==> src/rtl/shift_reg_seq_pkg.sv <==
// shift_reg_seq_pkg: mode codes, FSM states and mode classification shared by the shifter
package shift_reg_seq_pkg;

    localparam logic [2:0] MODE_CLR = 3'b000;
    localparam logic [2:0] MODE_LD  = 3'b001;
    localparam logic [2:0] MODE_SRL = 3'b010;
    localparam logic [2:0] MODE_SLL = 3'b011;
    localparam logic [2:0] MODE_SRA = 3'b100;
    localparam logic [2:0] MODE_SRS = 3'b101;
    localparam logic [2:0] MODE_ROR = 3'b110;
    localparam logic [2:0] MODE_ROL = 3'b111;

    typedef enum logic {
        ST_IDLE  = 1'b0,
        ST_SHIFT = 1'b1
    } state_t;

    // Every code other than clear and load is a multi-step shift or rotate
    function automatic logic is_step_mode(input logic [2:0] m);
        return m[2] | m[1];
    endfunction

endpackage

==> src/rtl/shift_reg_seq_step.sv <==
// shift_step: single-position combinational shift/rotate/load/clear with shifted-out bit
module shift_step
    import shift_reg_seq_pkg::*;
#(
    parameter int WIDTH = 8
) (
    input  logic [WIDTH-1:0] q_i,
    input  logic [2:0]       mode_i,
    input  logic             ser_in_i,
    input  logic [WIDTH-1:0] d_i,
    output logic [WIDTH-1:0] q_o,
    output logic             out_o
);

    // One step of the selected operation; right moves expose bit 0, left moves expose the MSB
    always_comb begin
        q_o   = q_i;
        out_o = q_i[0];
        case (mode_i)
            MODE_CLR: q_o = '0;
            MODE_LD:  q_o = d_i;
            MODE_SRL: q_o = {1'b0, q_i[WIDTH-1:1]};
            MODE_SLL: begin
                q_o   = {q_i[WIDTH-2:0], 1'b0};
                out_o = q_i[WIDTH-1];
            end
            MODE_SRA: q_o = {q_i[WIDTH-1], q_i[WIDTH-1:1]};
            MODE_SRS: q_o = {ser_in_i, q_i[WIDTH-1:1]};
            MODE_ROR: q_o = {q_i[0], q_i[WIDTH-1:1]};
            MODE_ROL: begin
                q_o   = {q_i[WIDTH-2:0], q_i[WIDTH-1]};
                out_o = q_i[WIDTH-1];
            end
            default: q_o = q_i;
        endcase
    end

endmodule

==> src/rtl/shift_reg_seq.sv <==
// shift_reg_seq: sequenced WIDTH-bit shift register, one position per clock under start/busy/done
module shift_reg_seq
    import shift_reg_seq_pkg::*;
#(
    parameter int WIDTH = 8,
    parameter int AMT_W = $clog2(WIDTH) + 1
) (
    input  logic             clk,
    input  logic             rst,
    input  logic             start,
    input  logic [2:0]       mode,
    input  logic [AMT_W-1:0] amount,
    input  logic [WIDTH-1:0] d,
    input  logic             ser_in,
    output logic [WIDTH-1:0] q,
    output logic             busy,
    output logic             done,
    output logic             ser_out
);

    state_t             state_q, state_d;
    logic [AMT_W-1:0]   cnt_q, cnt_d;
    logic [2:0]         mode_q, mode_d;
    logic [WIDTH-1:0]   q_q, q_d;
    logic               ser_q, ser_d;
    logic               done_q, done_d;
    logic [2:0]         step_mode;
    logic [WIDTH-1:0]   step_q;
    logic               step_out;

    // The accept edge uses the live mode; later steps use the latched one
    assign step_mode = (state_q == ST_IDLE) ? mode : mode_q;

    shift_step #(.WIDTH(WIDTH)) u_step (
        .q_i      (q_q),
        .mode_i   (step_mode),
        .ser_in_i (ser_in),
        .d_i      (d),
        .q_o      (step_q),
        .out_o    (step_out)
    );

    // Next-state: accept in IDLE applies step 1 at once, SHIFT counts down the remaining steps
    always_comb begin
        state_d = state_q;
        cnt_d   = cnt_q;
        mode_d  = mode_q;
        q_d     = q_q;
        ser_d   = ser_q;
        done_d  = 1'b0;
        if (state_q == ST_IDLE) begin
            if (start) begin
                mode_d = mode;
                if (!is_step_mode(mode)) begin
                    q_d    = step_q;
                    done_d = 1'b1;
                end else if (amount == '0) begin
                    done_d = 1'b1;
                end else begin
                    q_d   = step_q;
                    ser_d = step_out;
                    cnt_d = amount - AMT_W'(1);
                    if (amount > AMT_W'(1)) state_d = ST_SHIFT;
                    else done_d = 1'b1;
                end
            end
        end else begin
            q_d   = step_q;
            ser_d = step_out;
            cnt_d = cnt_q - AMT_W'(1);
            if (cnt_q == AMT_W'(1)) begin
                state_d = ST_IDLE;
                done_d  = 1'b1;
            end
        end
    end

    // State register; reset aborts any operation without a done pulse
    always_ff @(posedge clk or posedge rst) begin
        if (rst) begin
            state_q <= ST_IDLE;
            cnt_q   <= '0;
            mode_q  <= MODE_CLR;
            q_q     <= '0;
            ser_q   <= 1'b0;
            done_q  <= 1'b0;
        end else begin
            state_q <= state_d;
            cnt_q   <= cnt_d;
            mode_q  <= mode_d;
            q_q     <= q_d;
            ser_q   <= ser_d;
            done_q  <= done_d;
        end
    end

    assign q       = q_q;
    assign busy    = (state_q == ST_SHIFT);
    assign done    = done_q;
    assign ser_out = ser_q;

endmodule
==> config.mk <==
export PLATFORM = sky130hd
export DESIGN_NAME = shift_reg_seq
export DESIGN_NICKNAME = d
export VERILOG_FILES = /design/src/rtl/shift_reg_seq_pkg.sv /design/src/rtl/shift_reg_seq_step.sv /design/src/rtl/shift_reg_seq.sv
export SDC_FILE = /design/constraint.sdc
export NUM_CORES = 1
export LEC_CHECK = 0
export ABC_CLOCK_PERIOD_IN_PS = 1700
export CAP_MARGIN = 15
export CORE_ASPECT_RATIO = 1.1
export CORE_UTILIZATION = 35
export DETAILED_ROUTE_END_ITERATION = 7
export GPL_ROUTABILITY_DRIVEN = 0
export PLACE_DENSITY_LB_ADDON = 0.3
export SLEW_MARGIN = 20
export SYNTH_ARGS = -nofsm -noshare
export SYNTH_HDL_FRONTEND = slang
export SYNTH_SLANG_ARGS = --single-unit
==> constraint.sdc <==
create_clock -name clk -period 1.7 [get_ports clk]
set_input_delay 0.17 -clock clk [delete_from_list [all_inputs] [get_ports clk]]
set_output_delay 0.17 -clock clk [all_outputs]
set_load 0.05 [all_outputs]
* After elaboration in Yosys (flattened, before gate mapping) *
Index checks and enable logic that the tools add are counted.

cells by class
  add/subtract/negate cells = 2
  eq/ne operators = 10
  reduce and logical (&&, ||, !) cells = 8
  bitwise logic cells = 2
  order comparisons = 1
  muxes and demuxes = 27

operators with widths
  kind                                                                   count
  8-bit case mux with 8 select lines                                     1
  8-bit two-way mux                                                      4
  1-bit two-way mux                                                      17
  4-bit two-way mux                                                      4
  3-bit == test (second input constant)                                  4
  4-bit by 1-bit subtractor with 4-bit output (second input constant)    2
  3-bit by 2-bit == test with 1-bit output (second input constant)       2
  4-bit by 1-bit == test with 1-bit output (second input constant)       1
  4-bit by 1-bit > comparator with 1-bit output (second input constant)  1
  4-bit logical NOT                                                      1
  2-bit AND reduction                                                    2
  2-bit nonzero test                                                     2
  3-bit by 1-bit == test with 1-bit output (second input constant)       1
  3-bit logical NOT                                                      1
  3-bit two-way mux                                                      1
  3-bit != test (second input constant)                                  1
  3-bit AND reduction                                                    1
  2-bit != test (second input constant)                                  1
  2-bit OR reduction                                                     1
  1-bit inverter                                                         1
  1-bit bitwise OR                                                       1

storage, ports and cells
  word-level logic and storage cells = 56
  flip-flop bits (word level) = 18
  input bits = 19

* Longest topological paths before layout *
Gate-level depths: netlist of the first run.

  word-level depth = 8
  mapped depth = 7
  mapped depth without buffers = 6

* Hierarchy *
From an unflattened synthesis of the first run, not the netlist that was laid out.

unflattened totals
  cells, all modules = 141
  area total of the unflattened synthesis = 1331.3 µm²

modules (own cells, without submodules)
  module         times used  cells each  sequential area each (µm²)  area each (µm²)
  shift_reg_seq  1           111         450.4                       1086.0
  shift_step     1           30          0.0                         245.2

* Worst setup path after synthesis of the first run *
Ideal clock, no wire load.

  path kind = register to register
  start = register state_q, in the netlist busy
  end = register q_q[0], in the netlist q[0]
  cell stages (with the launch flop) = 6
  clock period less this slack = 1.878 ns
  setup slack = -0.178 ns
  arrival = 1.748 ns
  data required time = 1.571 ns
  library setup time = 0.129 ns
  buffers on the path = 1
  cells stage by stage = dfrtp_1 buf_4 or3b_1 o2111a_2 a222oi_1 o2bb2ai_1

on the way
  word-level cells in the longest chain between the ends = 7
  elaborated cells between the ends (all ways) = 17

RTL lines
  what                                         RTL line                  text
  from (decl)                                  shift_reg_seq.sv:21       state_t state_q, state_d;
  from (signal assigned)                       shift_reg_seq.sv:88       state_q <= state_d;
  3-bit two-way mux                            shift_reg_seq.sv:32       assign step_mode = (state_q == ST_IDLE) ? mode : mode_q;
  3-bit == test, or another cell as far along  shift_reg_seq_step.sv:19  case (mode_i)
  8-bit case mux with 8 select lines           shift_reg_seq_step.sv:19
  8-bit two-way mux                            shift_reg_seq.sv:57       end else if (amount == '0) begin
  8-bit two-way mux                            shift_reg_seq.sv:54       if (!is_step_mode(mode)) begin
  8-bit two-way mux                            shift_reg_seq.sv:52       if (start) begin
  8-bit two-way mux                            shift_reg_seq.sv:51       if (state_q == ST_IDLE) begin
  to (signal assigned)                         shift_reg_seq.sv:91       q_q <= q_d;
  to (decl)                                    shift_reg_seq.sv:24       logic [WIDTH-1:0] q_q, q_d;

Parallel ways exist; a longest one is shown, timed or not. The select of a mux whose other input is x is not followed.
A chain may end at the register's enable or synchronous reset.

* Worst setup path in the final report of the first run *
  start = register done_q, in the netlist done
  end = output port done

RTL lines
  what                    RTL line             text
  from (decl)             shift_reg_seq.sv:26  logic done_q, done_d;
  from (signal assigned)  shift_reg_seq.sv:93  done_q <= done_d;
  to (decl)               shift_reg_seq.sv:17  output logic done,

No word-level cell between the ends.

==> run summary, run 1 <==
Leak = 0.768 nW
layout cell share with drive strength beyond 1 = 0.329
Fin. Hold Viols = 0
RSZ-0062 raised after global routing = no
max frequency = 631 MHz
outcome = complete, but fails checks
core box area = 3150 µm²
# port buffers = 29
initial core utilization = 0.382
Async S/R FF share, synth = 1.00
DRT Pass-1 Iters = 6
nets@finish = 186
slowest stage delay, CP = 0.79 ns
GR Layer Usage met2 = 0.290
Period minus WS final = 1.58 ns
clock power share = 0.098
maximum vdd ir drop = 0.654 mV
Total Wirelength = 2.89 mm
CP Depth = 1
DP Area = 1630 µm²
Seq/Total Area, Yosys = 0.374
first-pass GRT wire length = 5.04 mm
Critical Path RT = 1.53 ns
crit-path cells = clkdlybuf4s50_1
Remaining DRCs = 2
Final period util = 0.932
initial antenna violation count = 0
Num CTS Buffers = 3
Sink Count = 18
Mapped Cells = 114
deepest clock path buffer count = 2
CTS Root Cell = clkbuf_4
# fillers = 302
startpoint types = register
Post-DRT Antenna Nets = 0
Reg2Reg Depth = 4
Hold Crit Class = in -> async
crit path DAT = 1.41 ns
Least-Margin Pin Slew = 0.490 ns
clk_lat worst skew = 0.29 ns
count of cell types in the netlist = 44
Final Hold Slack = 0.184 ns
Internal = 1.49 mW
Yosys reg bits = 18
relative slew slack = 0.672
Clock Pin Slew Worst Setup and Hold Paths = 0.11 ns
cell family contributing the most delay on the critical path = buffers and inverters
DRT iter0 DRCs = 97
row cnt = 21
largest net degree at the start of global routing = 22
end-of-flow core utilization = 0.536
CTS H-tree lvls = 1
met1 Usage GRT = 0.220
number of global-route vias before repair = 1139
Synth Warn # = 0
fin area = 1690 µm²
Cell Pwr Density = 1600 nW/µm²
ANT cells = 0
Die Wd = 57.9 µm
Comb power frac = 0.619
TritonCTS clock tree = done
Post-CTS Hold Fix Bufs = 0
synthesized area = 1200 µm²
Setup CP Type = reg -> out
Main synth FF type = dfrtp_1
violated checks = DRC
Post-synth EDFFs = 0
fin. max-slew vios = 0
met3 usage = 0.0226
crit path capture type = output pin
maxcap violations = 0
HPWL after detailed placement = 2.25 mm
die height = 63.5 µm
Psw = 1.21 mW
area delta synth->final = 40.2%
clk_skew = 0.00392 ns
most used routing layer = met2
switching share of power = 0.448
critical path's slowest cell = clkdlybuf4s50_1
WL/cell = 14.8 µm
final setup vio count = 0
vias = 1108
Tot GR Track Use = 0.173
GRT overflow = 0
die area = 3680 µm²
io pins = 30
Reg power frac = 0.283
syn avg cell area = 10.6 µm²
Syn Nets = 138
Bufs and invs on worst path = 1
Vias/cell = 5.68
Max FO, Critical Path = 1
layer usage:
| metal | up-vias | part of all wire |
|---|---|---|
| li1 | 545 | - |
| met1 | 538 | 0.46 |
| met2 | 21 | 0.49 |
| met3 | 4 | 0.036 |
| met4 | 0 | 0.011 |
| met5 | - | 0 |
cells in the mapped netlist, types with 2 or more instances:
library cell,count,area (µm²)
dfrtp_1,18,450
inv_1,10,37.5
a222oi_1,8,80.1
o2bb2ai_1,7,61.3
nor2_1,6,22.5
ha_1,5,62.6
mux2_2,5,56.3
nand2_1,4,15.0
nand3_1,4,20.0
nor3_1,3,15.0
o31ai_1,3,22.5
a21o_1,2,15.0
a221oi_1,2,17.5
buf_2,2,10.0
buf_4,2,15.0
mux2i_1,2,20.0
nand3b_1,2,15.0
o32ai_2,2,32.5
xnor2_1,2,17.5
power by group through the flow:
stage                     clock network [mW]  logic, mW  registers [mW]
after floorplan                            0      0.891            1.04
after global placement                     0       1.63           0.764
after detailed placement                   0       1.65           0.771
after CTS                              0.283       1.66           0.762
after global routing                   0.300       1.81           0.790
final                                  0.265       1.67           0.764
cells in the final DEF, fill, tap and decap left out, types with 2 or more instances in the layout:
| cell | Yosys | routed |
|---|---|---|
| o2bb2ai_1 | 7 | 7 |
| nor2_1 | 6 | 6 |
| ha_1 | 5 | 4 |
| dlymetal6s2s_1 | 0 | 2 |
| o32ai_2 | 2 | 2 |
| nor3_1 | 3 | 3 |
| o31ai_1 | 3 | 3 |
| buf_4 | 2 | 27 |
| nand3_1 | 4 | 4 |
| nand3b_1 | 2 | 2 |
| nand2_1 | 4 | 3 |
| a221oi_1 | 2 | 2 |
| xnor2_1 | 2 | 2 |
| inv_1 | 10 | 8 |
| a21o_1 | 2 | 2 |
| dfrtp_1 | 18 | 17 |
| clkbuf_4 | 0 | 3 |
| mux2i_1 | 2 | 2 |
| a222oi_1 | 8 | 8 |
| clkdlybuf4s50_1 | 0 | 17 |
| mux2_2 | 5 | 5 |
| inv_2 | 1 | 3 |
state kept, by name, summed over array words and instances (netlist names):
name,flops
q,8
cnt_q,4
mode_q,3
busy,1
done,1
ser_out,1
path summary, 6_finish.rpt:
check | slack, ns | from | end
setup reg to reg | 0.17 | busy | q[0]
setup / recovery | 0.12 | done | done
max in group asynchronous | 1.30 | rst | busy
hold reg to reg | 0.53 | ser_out | ser_out
hold / removal | 0.18 | rst | cnt_q[1]
min in group clk | 0.32 | amount[0] | cnt_q[0]
kinds of logic (layout without fill, tap and decap cells):
logic type	Yosys count	count (layout)	synth area share
buf+inv	15	62	0.0550
fa+ha+maj	5	5	0.0519
xor+xnor	2	2	0.0145
simple gates	29	29	0.141
compound gates	35	35	0.260
flops	18	18	0.374
mux	10	10	0.104
what timing repair did:
item	4_1_cts	5_1_grt
endpoints found under the setup margin	1	9
resized for setup	1	7
buffers inserted	0	1
pin swaps	0	1
cell type report:
cell class	instances	area, µm²	share of cell area
Tap cell	34	42.5	0.0252
Clock buffer	4	36.3	0.0215
Inverter	11	41.3	0.0244
Multi-Input combinational cell	81	699	0.414
Sequential cell	18	452	0.267
Timing Repair Buffer	47	418	0.247
stage by stage:
stage | power [mW] | setup TNS [ns] | setup WS, ns | std cells
6_report | 2.70 | 0 | 0.116 | 195
3_5_place_dp | 2.42 | -3.40 | -0.358 | 190
3_3_place_gp | 2.39 | -2.86 | -0.309 | 190
4_1_cts | 2.70 | 0 | 0.0381 | 194
2_1_floorplan | 1.93 | 0 | 0.0128 | 114
5_1_grt | 2.90 | 0 | 0.0496 | 195
Note: power is estimated with default switching activity, not from simulation.
==> inputs of run 2 (changes only) <==
==> constraint.sdc (replaced) <==
create_clock -name clk -period 1.7 [get_ports clk]
set_input_delay 0.17 -clock clk [delete_from_list [all_inputs] [get_ports clk]]
set_output_delay 0.17 -clock clk [all_outputs]
set_load 0.1 [all_outputs]
==> run summary, run 2 (synthesis results as in run 1) <==
outcome = complete, but fails checks
violated checks = DRC
Critical Path RT = 1.88 ns
clk_lat worst skew = 0.29 ns
critical path's slowest cell = dfrtp_1
Largest register FFs = 8
CTS Root Cell = clkbuf_4
max frequency = 600 MHz
most frequent cells in the layout = buf_4, dfrtp_1, clkdlybuf4s50_1, inv_1, buf_12
Crit Reg-Reg Startpoint = mode_q[1]
initial antenna violation count = 0
Max FO, Critical Path = 7
die height = 63.5 µm
row cnt = 21
area delta synth->final = 49.4%
fin. max-slew vios = 0
cell family contributing the most delay on the critical path = compound AO/OA/AOI/OAI gates
WL/cell = 16.4 µm
maximum vdd ir drop = 0.721 mV
Total Wirelength = 3.21 mm
HPWL after detailed placement = 2.43 mm
slowest stage delay, CP = 0.45 ns
Num CTS Buffers = 3
CTS H-tree lvls = 1
startpoint types = register
crit path DAT = 1.85 ns
end-of-flow core utilization = 0.571
Setup CP Type = reg -> reg
DRT iter0 DRCs = 67
Clock Pin Slew Worst Setup and Hold Paths = 0.11 ns
Worst R2R Setup Slack = 0.03 ns
layout cell share with drive strength beyond 1 = 0.348
Post-DRT Antenna Nets = 0
setup tns final = 0 ns
total power = 3.26 mW
Remaining DRCs = 3
deepest clock path buffer count = 2
vias = 1121
CP Depth = 4
Tot GR Track Use = 0.182
core box area = 3150 µm²
first-pass GRT wire length = 5.24 mm
Leak = 0.800 nW
die area = 3680 µm²
Period minus WS final = 1.67 ns
relative slew slack = 0.731
Sink Count = 18
Least-Margin Pin Slew = 0.404 ns
GRT overflow = 0
nets@finish = 186
commonest non-fill, non-tap cell in the layout = buf_4
clk_skew = 0.00735 ns
Bufs and invs on worst path = 0
largest net degree at the start of global routing = 22
ANT cells = 0
Die Wd = 57.9 µm
number of global-route vias before repair = 1133
TritonCTS clock tree = done
maxcap violations = 0
Fin. Hold Viols = 0
DRT Pass-1 Iters = 6
RSZ-0062 raised after global routing = yes
Final period util = 0.980
Cell Pwr Density = 1810 nW/µm²
crit-path cells = or3b_1 -> o2111a_2 -> a222oi_1 -> o2bb2ai_2
reg-to-reg endpoint = q[6]
Reg2Reg Depth = 4
Vias/cell = 5.75
io pins = 30
final setup vio count = 0
crit path capture type = register
initial core utilization = 0.382
Hold Crit Class = in -> async
# port buffers = 29
==> run 2: changes by cell type in the layout (fill, tap and decap cells not counted), sizes merged <==
cell,before,now
buf,28,29
clkdlybuf4s50,17,16
==> run 2: worst max path at each step <==
| stage | end | startpoint |
|---|---|---|
| floorplan | ser_out | busy |
| global placement | q[7] | amount[0] |
| detailed placement | q[7] | amount[1] |
| CTS | q[6] | amount[1] |
| global route | q[6] | mode_q[1] |
| finish | q[6] | mode_q[1] |
==> run 2: tightest hold or removal path: stages <==
cell	delay (ns)
clkdlybuf4s50_1	0.39
inv_1	0.05
buf_4	0.25
==> run 2: metrics by stage <==
stage | setup WS (ns) | hold WS, ns | instances | area (µm²)
floorplan | -0.0693 | 0.109 | 114 | 1220
global placement | -0.295 | 0.503 | 190 | 1740
detailed placement | -0.356 | 0.512 | 190 | 1740
CTS | 0.00944 | 0.181 | 194 | 1780
global route | -0.0393 | 0.226 | 195 | 1800
finish | 0.0341 | 0.175 | 195 | 1800
==> run 2: what timing repair did <==
action,CTS,global route
pin swaps,1,2
buffers inserted,0,1
hold buffers,0,0
endpoints found under the setup margin,2,10
hold endpoints to repair,0,0
resized for setup,1,6
==> run 2: power breakdown <==
part           internal, mW  switching (mW)
Clock                 0.130           0.139
Combinational         0.923            1.26
Sequential            0.604           0.204
Total                  1.66            1.60
==> run 2: layout make-up <==
cell class              count  area (µm²)
flip-flops and latches     18         454
well taps                  34        42.5
repair buffers             47         515
multi-input cells          81         711
fillers                   284        1350
clock buffers               4        36.3
inverters                  11        41.3
==> run 2: layer usage <==
layer,up-vias,wire [µm],GRT usage
met3,4,109,0.0185
met5,-,0,0
li1,540,-,-
met2,23,1670,0.320
met4,0,49,0.0685
met1,554,1380,0.223
